===== config.mk =====
export PLATFORM = sky130hd
export DESIGN_NAME = stack_seq
export DESIGN_NICKNAME = d
export VERILOG_FILES = /design/src/rtl/stack_seq_pkg.sv /design/src/rtl/stack_step_timer.sv /design/src/rtl/stack_seq.sv
export SDC_FILE = /design/constraint.sdc
export NUM_CORES = 1
export LEC_CHECK = 0
export CAP_MARGIN = 40
export CELL_PAD_IN_SITES_DETAIL_PLACEMENT = 1
export CELL_PAD_IN_SITES_GLOBAL_PLACEMENT = 1
export CORE_ASPECT_RATIO = 0.7
export CORE_MARGIN = 8
export CORE_UTILIZATION = 32
export DETAILED_ROUTE_END_ITERATION = 16
export GPL_TIMING_DRIVEN = 0
export HOLD_SLACK_MARGIN = 0.08
export PLACE_DENSITY_LB_ADDON = 0.1
export REMOVE_ABC_BUFFERS = 1
export SETUP_SLACK_MARGIN = 0.05
export SLEW_MARGIN = 20
export SYNTH_ARGS = -nofsm -noshare
export SYNTH_HDL_FRONTEND = slang
export SYNTH_SLANG_ARGS = --single-unit

===== constraint.sdc =====
create_clock -name clock -period 2.2 [get_ports clock]
set_input_delay 0.55 -clock clock [delete_from_list [all_inputs] [get_ports clock]]
set_output_delay 0.55 -clock clock [all_outputs]
set_load 0.01 [all_outputs]

===== src/rtl/stack_seq_pkg.sv =====
// Shared encodings for the stack-operation sequencer and the SP register block.
package stack_seq_pkg;

  typedef enum logic [2:0] {
    OP_PUSH      = 3'd0,
    OP_POP       = 3'd1,
    OP_CALL      = 3'd2,
    OP_RET       = 3'd3,
    OP_LD_SP_IMM = 3'd4,
    OP_ADD_SP_E  = 3'd5
  } op_e;

  localparam logic [2:0] SP_SEL_SP           = 3'd0;
  localparam logic [2:0] SP_SEL_INCR         = 3'd1;
  localparam logic [2:0] SP_SEL_DECR         = 3'd2;
  localparam logic [2:0] SP_SEL_DATA_BUS     = 3'd3;
  localparam logic [2:0] SP_SEL_DATA_BUS_REL = 3'd4;

  typedef enum logic [2:0] {
    ST_IDLE,
    ST_INT,
    ST_WR_HI,
    ST_WR_LO,
    ST_RD_LO,
    ST_RD_HI,
    ST_IMM_LO,
    ST_IMM_HI
  } state_e;

  function automatic logic op_is_legal(input logic [2:0] op);
    return op <= 3'd5;
  endfunction

endpackage


===== src/rtl/stack_step_timer.sv =====
// Counts the clocks of one bus step and flags the step's last clock.
module stack_step_timer #(
  parameter int MEM_CYCLES = 4
) (
  input  logic clock,
  input  logic reset,
  input  logic run,
  output logic step_last
);

  localparam int CW = (MEM_CYCLES > 1) ? $clog2(MEM_CYCLES) : 1;

  logic [CW-1:0] cnt;

  // States only change on step_last, so wrapping here restarts the count on entry.
  always_ff @(posedge clock) begin
    if (reset || !run || step_last) cnt <= '0;
    else                            cnt <= cnt + 1'b1;
  end

  assign step_last = run && (cnt == CW'(MEM_CYCLES - 1));

endmodule


===== src/rtl/stack_seq.sv =====
// Sequences PUSH/POP/CALL/RET/LD SP,nn/ADD SP,e into bus steps and SP-block controls.
// Every action fires only on a step's last clock; popped bytes assemble into pop_data.
module stack_seq
  import stack_seq_pkg::*;
#(
  parameter int MEM_CYCLES = 4
) (
  input  logic        clock,
  input  logic        reset,
  input  logic        start,
  input  logic [2:0]  op,
  input  logic [15:0] push_data,
  input  logic [7:0]  mem_rdata,
  input  logic [15:0] sp,
  output logic        busy,
  output logic        done,
  output logic [2:0]  sp_sel,
  output logic        write_temp_buf,
  output logic        mem_addr_is_sp,
  output logic        mem_rd,
  output logic        mem_wr,
  output logic [7:0]  mem_wdata,
  output logic        pc_incr,
  output logic        load_pc,
  output logic [15:0] pop_data
);

  state_e      state, state_nx;
  op_e         op_q;
  logic [15:0] data_q;
  logic        step_last, act, accept, done_nx, latch_lo, latch_hi;

  // The SP block owns all address arithmetic; sp is only passed through it.
  logic unused_sp;
  assign unused_sp = ^sp;

  stack_step_timer #(.MEM_CYCLES(MEM_CYCLES)) u_timer (
    .clock     (clock),
    .reset     (reset),
    .run       (state != ST_IDLE),
    .step_last (step_last)
  );

  assign accept = (state == ST_IDLE) && start && op_is_legal(op);
  assign act    = step_last && !reset;
  assign busy   = (state != ST_IDLE);

  always_ff @(posedge clock) begin
    if (reset) begin
      state    <= ST_IDLE;
      op_q     <= OP_PUSH;
      data_q   <= 16'h0000;
      pop_data <= 16'h0000;
      done     <= 1'b0;
    end else begin
      state <= state_nx;
      done  <= done_nx;
      if (accept) begin
        op_q   <= op_e'(op);
        data_q <= push_data;
      end
      if (latch_lo) pop_data[7:0]  <= mem_rdata;
      if (latch_hi) pop_data[15:8] <= mem_rdata;
    end
  end

  always_comb begin
    state_nx       = state;
    done_nx        = 1'b0;
    sp_sel         = SP_SEL_SP;
    write_temp_buf = 1'b0;
    mem_addr_is_sp = 1'b0;
    mem_rd         = 1'b0;
    mem_wr         = 1'b0;
    mem_wdata      = 8'h00;
    pc_incr        = 1'b0;
    load_pc        = 1'b0;
    latch_lo       = 1'b0;
    latch_hi       = 1'b0;

    case (state)
      ST_IDLE: begin
        if (accept) begin
          case (op_e'(op))
            OP_PUSH, OP_CALL: state_nx = ST_INT;
            OP_POP, OP_RET:   state_nx = ST_RD_LO;
            default:          state_nx = ST_IMM_LO;
          endcase
        end
      end
      // INT opens PUSH/CALL, closes RET, and pads ADD SP,e.
      ST_INT: begin
        if (act) begin
          case (op_q)
            OP_PUSH, OP_CALL: begin
              sp_sel   = SP_SEL_DECR;
              state_nx = ST_WR_HI;
            end
            OP_RET: begin
              load_pc  = 1'b1;
              state_nx = ST_IDLE;
              done_nx  = 1'b1;
            end
            default: begin
              state_nx = ST_IDLE;
              done_nx  = 1'b1;
            end
          endcase
        end
      end
      ST_WR_HI: begin
        mem_addr_is_sp = 1'b1;
        mem_wdata      = data_q[15:8];
        if (act) begin
          mem_wr   = 1'b1;
          sp_sel   = SP_SEL_DECR;
          state_nx = ST_WR_LO;
        end
      end
      ST_WR_LO: begin
        mem_addr_is_sp = 1'b1;
        mem_wdata      = data_q[7:0];
        if (act) begin
          mem_wr   = 1'b1;
          state_nx = ST_IDLE;
          done_nx  = 1'b1;
        end
      end
      ST_RD_LO: begin
        mem_addr_is_sp = 1'b1;
        if (act) begin
          mem_rd   = 1'b1;
          latch_lo = 1'b1;
          sp_sel   = SP_SEL_INCR;
          state_nx = ST_RD_HI;
        end
      end
      ST_RD_HI: begin
        mem_addr_is_sp = 1'b1;
        if (act) begin
          mem_rd   = 1'b1;
          latch_hi = 1'b1;
          sp_sel   = SP_SEL_INCR;
          if (op_q == OP_RET) begin
            state_nx = ST_INT;
          end else begin
            state_nx = ST_IDLE;
            done_nx  = 1'b1;
          end
        end
      end
      ST_IMM_LO: begin
        if (act) begin
          mem_rd  = 1'b1;
          pc_incr = 1'b1;
          if (op_q == OP_LD_SP_IMM) begin
            write_temp_buf = 1'b1;
            state_nx       = ST_IMM_HI;
          end else begin
            sp_sel   = SP_SEL_DATA_BUS_REL;
            state_nx = ST_INT;
          end
        end
      end
      ST_IMM_HI: begin
        if (act) begin
          mem_rd   = 1'b1;
          pc_incr  = 1'b1;
          sp_sel   = SP_SEL_DATA_BUS;
          state_nx = ST_IDLE;
          done_nx  = 1'b1;
        end
      end
      default: state_nx = ST_IDLE;
    endcase
  end

endmodule

==> results.cfg, run 1 <==
[run_status]
status = complete, no violations

[clock_network]
cts_tree = yes
insertion_delay_ns = 0.31
cts_made_buffers = 5
clock_tree.root_cell = clkbuf_8
cts_buffer_depth = 2
cts_max_level = 2
clkTransAtPathRegs_ns = 0.10
cts_sinks = 41

[grt]
grt_pass1_wl_um = 9270
grt_max_degree = 24
grt_pass1_vias = 1826
grt.overflow.total = 0
grt_antenna_before_repair = 0
grtUsageTotal = 0.135

[logic_synthesis]
yosysUniqueCellTypes = 40
yosysSeqAreaShare = 0.432
synth_top_cell_by_area = dfxtp_1
synth_flop_cell = dfxtp_1
syn_area_per_cell_sq_um = 8.76
synth-edff-count = 0
ys_seq_elements = 41
syn_area_sq_um = 1900
async_flop_share = 0
yosys_warnings = 0
synth.top_cell.area_share = 0.432
syn-instance-count = 217
synthTopCellsByArea = dfxtp_1, mux2i_1, nand2_1

[floorplanning]
ios = 81
die_w_um = 108
initial_core_util = 0.332
dieHeight_um = 80.5
core_sq_um = 5730
row_count = 23
die_area_sq_um = 8710

[drt]
ant_nets = 0
vias_per_cell = 4.86
wl_um = 6020
drc_errors = 0
dr.pass1.iters = 4
vias = 1818
first_iter_violations = 70
wl_per_cell_um = 16.1

[finish]
seqCellArea_sq_um = 837
final_cell_mix = clkdlybuf4s50_1, nand2_1, dfxtp_1
drive_gt1_frac = 0.264
multi_input_area_sq_um = 1020
final_core_util = 0.509
synthToLayoutAreaGrowth_pct = 53.4
fin_nets = 345
num-fill-cells = 691
final_common_cell = clkdlybuf4s50_1
num_antenna_cells = 0

[power_and_ir_drop]
irDropWorstVdd_v = 0.000253
p_per_area_nw_per_um2 = 655
p_leak_nw = 1.24

[critical_path]
start_kind = flop
cp-startpoint = state[0]
worst_ep_required_time_ns = 1.65
cp_top_family = simple AND/OR/NAND/NOR gates
crit_arrival_ns = 1.64
crit_buf_inv = 2
rr_worst_depth = 7
path_cells = buf_12 > or4b_4 > a21oi_2 > a31oi_1 > nor2_1 > buf_2
worstSetupPathDepth = 6
slowest_stage = or4b_4
path_class = flop to output pin
cp_max_fo = 4
regToRegStartpoint = state[0]
cp-end-kind = output pin
cpPeakStageDelay_ns = 0.45

[placed_design]
io_buffer_count = 64
hpwl_um = 3980
post-place-ws_ns = -0.450
place_congestion = 0.696

[sta]
finalHoldViolCount = 0
fin_skew_ns = 0.0101
fin_ws_ns = 0.00513
max_freq_mhz = 456
relSlewSlack = 0.528
fin_crit_ns = 2.19
setup_violations = 0
period_share = 0.998
rsz0062_at_grt = yes
slew_violations = 0
tightest_slew_ns = 0.708

[min_path]
hp-class = flop to flop
holdCritStartpoint = data_q[4]
hold_path_depth = 2

[job]
maxCapViolCount = 0
## registers in the layout, summed over array words and instances, names as in the netlist
register     count
state            3
done             1
op_q             3
u_timer.cnt      2
pop_data        16
data_q          16
## area by class of cell
| class | count | share of cell area |
|---|---|---|
| multi-input combinational | 155 | 0.350 |
| timing repair buffer | 90 | 0.293 |
| sequential | 41 | 0.287 |
| tap | 75 | 0.0322 |
| clock buffer | 5 | 0.0236 |
| clock inverter | 3 | 0.00858 |
| inverter | 5 | 0.00644 |
## final timing paths
kind / end / slack (ns)
setup / recovery: sp_sel[1] / 0.005
hold / removal: data_q[4] / 0.46
setup reg to reg: state[1] / 0.25
hold reg to reg: data_q[4] / 0.46
## worst min-delay path: stages, from the launching register on
cell	delay, ns
dfxtp_1	0.32
nand2_1	0.05
a21oi_1	0.05
## Yosys cell counts (2+ instances only)
| cell | number |
|---|---|
| nor4_1 | 2 |
| nor3_1 | 5 |
| buf_6 | 2 |
| a31oi_1 | 3 |
| and3_1 | 3 |
| a21oi_1 | 9 |
| clkbuf_1 | 6 |
| nand2b_1 | 3 |
| dfxtp_1 | 41 |
| nor2_1 | 31 |
| a211oi_1 | 3 |
| nand2_1 | 38 |
| mux2i_1 | 24 |
| o21ai_0 | 2 |
| nand2_2 | 2 |
| inv_1 | 4 |
| a21oi_2 | 10 |
| nand3_1 | 2 |
| buf_4 | 2 |
| buf_2 | 5 |
## through the flow
stage	power [mW]	cell area (sq um)	hold slack (ns)	std cells	setup TNS, ns
2_1_floorplan	1.07	1800	0.405	201	0
3_3_place_gp	1.24	2530	0.429	340	-50.42
3_5_place_dp	1.26	2570	0.432	342	-6.67
4_1_cts	1.85	2780	0.421	361	-0.0215
5_1_grt	2.01	2920	0.483	374	-0.0820
6_report	1.91	2920	0.464	374	0
## cell families (layout without fill, tap and decap cells)
group,count (synthesis),count (layout),synth area share
mux,24,24,0.126
compound gates,34,34,0.128
flops,41,41,0.432
buf+inv,21,103,0.0651
simple gates,95,95,0.238
fa+ha+maj,1,1,0.00658
xor+xnor,1,1,0.00461
## per-layer routing
layer | GRT usage | share of wire | vias up
li1 | - | - | 906
met1 | 0.180 | 0.49 | 863
met2 | 0.202 | 0.45 | 45
met3 | 0.0360 | 0.043 | 4
met4 | 0.0497 | 0.010 | 0
met5 | 0 | 0 | -
## timing repair
action                                  4_1_cts  5_1_grt
buffers inserted                             11       13
cloned                                        0        0
resized for setup                            42       26
endpoints found under the setup margin       19       15
pin swaps                                     3        3
hold buffers                                  0        0
## report_power, final
part	internal, mW	leakage (nW)	switching (mW)	total [mW]
clock	0.232	0.0452	0.305	0.537
sequential	0.795	0.337	0.0435	0.838
combinational	0.268	0.859	0.265	0.534
total	1.30	1.24	0.614	1.91
No activity file was read; power rests on OpenSTA's default activity.
==> inputs of run 2 (changes only) <==
--- a/config.mk
+++ b/config.mk
@@ -9,9 +9,10 @@
 export CELL_PAD_IN_SITES_DETAIL_PLACEMENT = 1
 export CELL_PAD_IN_SITES_GLOBAL_PLACEMENT = 1
 export CORE_ASPECT_RATIO = 0.7
-export CORE_MARGIN = 8
-export CORE_UTILIZATION = 32
+export CORE_MARGIN = 2
+export CORE_UTILIZATION = 47
 export DETAILED_ROUTE_END_ITERATION = 16
+export DONT_BUFFER_PORTS = 1
 export GPL_TIMING_DRIVEN = 0
 export HOLD_SLACK_MARGIN = 0.08
 export PLACE_DENSITY_LB_ADDON = 0.1
==> results.cfg, run 2 (synthesis results as in run 1) <==
[critical_path]
start_kind = flop
cp-end-kind = output pin
cp_max_fo = 14
path_class = flop to output pin
crit_arrival_ns = 1.58
worst_ep_required_time_ns = 1.65

[drt]
dr.pass1.iters = 4
drc_errors = 0
vias = 1486
wl_per_cell_um = 16.8
first_iter_violations = 91
wl_um = 4410
ant_nets = 0
vias_per_cell = 5.65

[clock_network]
cts_buffer_depth = 2
cts_max_level = 2
cts_sinks = 41
insertion_delay_ns = 0.28
clkTransAtPathRegs_ns = 0.07
clock_tree.root_cell = clkbuf_8
cts_made_buffers = 5
postCtsHoldBufs = 0
cts_tree = yes

[placed_design]
io_buffer_count = 0
post-place-ws_ns = -0.194
hpwl_um = 3130
place_congestion = 0.763
dpl-instance-area_sq_um = 1880

[floorplanning]
dieHeight_um = 57.2
die_area_sq_um = 4580
initial_core_util = 0.488
core_sq_um = 3900
ios = 81
die_w_um = 80.0
row_count = 19

[finish]
final_cell_mix = nand2_1, dfxtp_1, nor2_1
num_antenna_cells = 0
num-fill-cells = 463
synthToLayoutAreaGrowth_pct = 6.05
final_core_util = 0.517
fin_nets = 259
top_regs = data_q x16, pop_data x16
drive_gt1_frac = 0.175
final_area_sq_um = 2020

[sta]
fin_ws_ns = 0.0674
fin_tns_setup_ns = 0
max_freq_mhz = 469
fin_crit_ns = 2.13
tightest_slew_ns = 0.706
finalHoldViolCount = 0
fin_skew_ns = 0.00423
period_share = 0.969
slew_violations = 0
rsz0062_at_grt = yes
relSlewSlack = 0.529
setup_violations = 0

[grt]
grtUsageTotal = 0.205
grt.overflow.total = 0
grt_pass1_wl_um = 7290
grt_max_degree = 42
grt_antenna_before_repair = 0
grt_pass1_vias = 1509

[min_path]
hp-class = input port to flop

[power_and_ir_drop]
irDropWorstVdd_v = 0.000395
p_per_area_nw_per_um2 = 794
p_leak_nw = 0.747

[run_status]
status = complete, no violations

[job]
maxCapViolCount = 0
==> run 2: what timing repair did <==
item,CTS,global route
endpoints found under the setup margin,14,8
hold endpoints to repair,0,0
gates resized for setup,9,3
pin swaps,2,2
buffers inserted,1,2
==> run 2: area by class of cell <==
type | count | area, sq um | area share
clock inverters | 1 | 5.00 | 0.00248
clock buffers | 5 | 68.8 | 0.0341
flip-flops and latches | 41 | 827 | 0.410
multi-input cells | 155 | 990 | 0.491
inverters | 5 | 18.8 | 0.00931
well taps | 52 | 65.1 | 0.0323
repair buffers | 4 | 42.5 | 0.0211
==> run 2: through the flow <==
stage / total power, mW / instances / hold slack (ns)
floorplan: 1.07 / 201 / 0.405
global placement: 1.12 / 253 / 0.415
detailed placement: 1.15 / 254 / 0.430
CTS: 1.60 / 261 / 0.313
global route: 1.70 / 263 / 0.311
finish: 1.60 / 263 / 0.322
==> run 2: metal layers <==
layer,global-route usage,wire length [um]
met5,0,0
met4,0.0581,40
met3,0.0506,243
met2,0.331,2080
met1,0.275,2050
==> run 2: worst paths after layout <==
path / cells after the start / endpoint / startpoint / slack [ns]
setup reg to reg: 4 / state[0] / state[2] / 0.33
setup / recovery: 5 / sp_sel[1] / state[0] / 0.07
hold / removal: 1 / state[1] / reset / 0.32
hold reg to reg: 1 / u_timer.cnt[0] / u_timer.cnt[0] / 0.43
==> run 2: critical path, cell delays in order, from the launching register on <==
cell and delay (ns):
dfxtp_4 0.36, buf_12 0.14, or4b_1 0.44, a21oi_1 0.14, a31oi_1 0.07, nor2_2 0.16
==> run 2: where the power goes <==
part	leakage (nW)	switching, mW	internal, mW	total (mW)
Sequential	0.335	0.0603	0.793	0.853
Combinational	0.372	0.178	0.130	0.309
Clock	0.0399	0.231	0.209	0.439
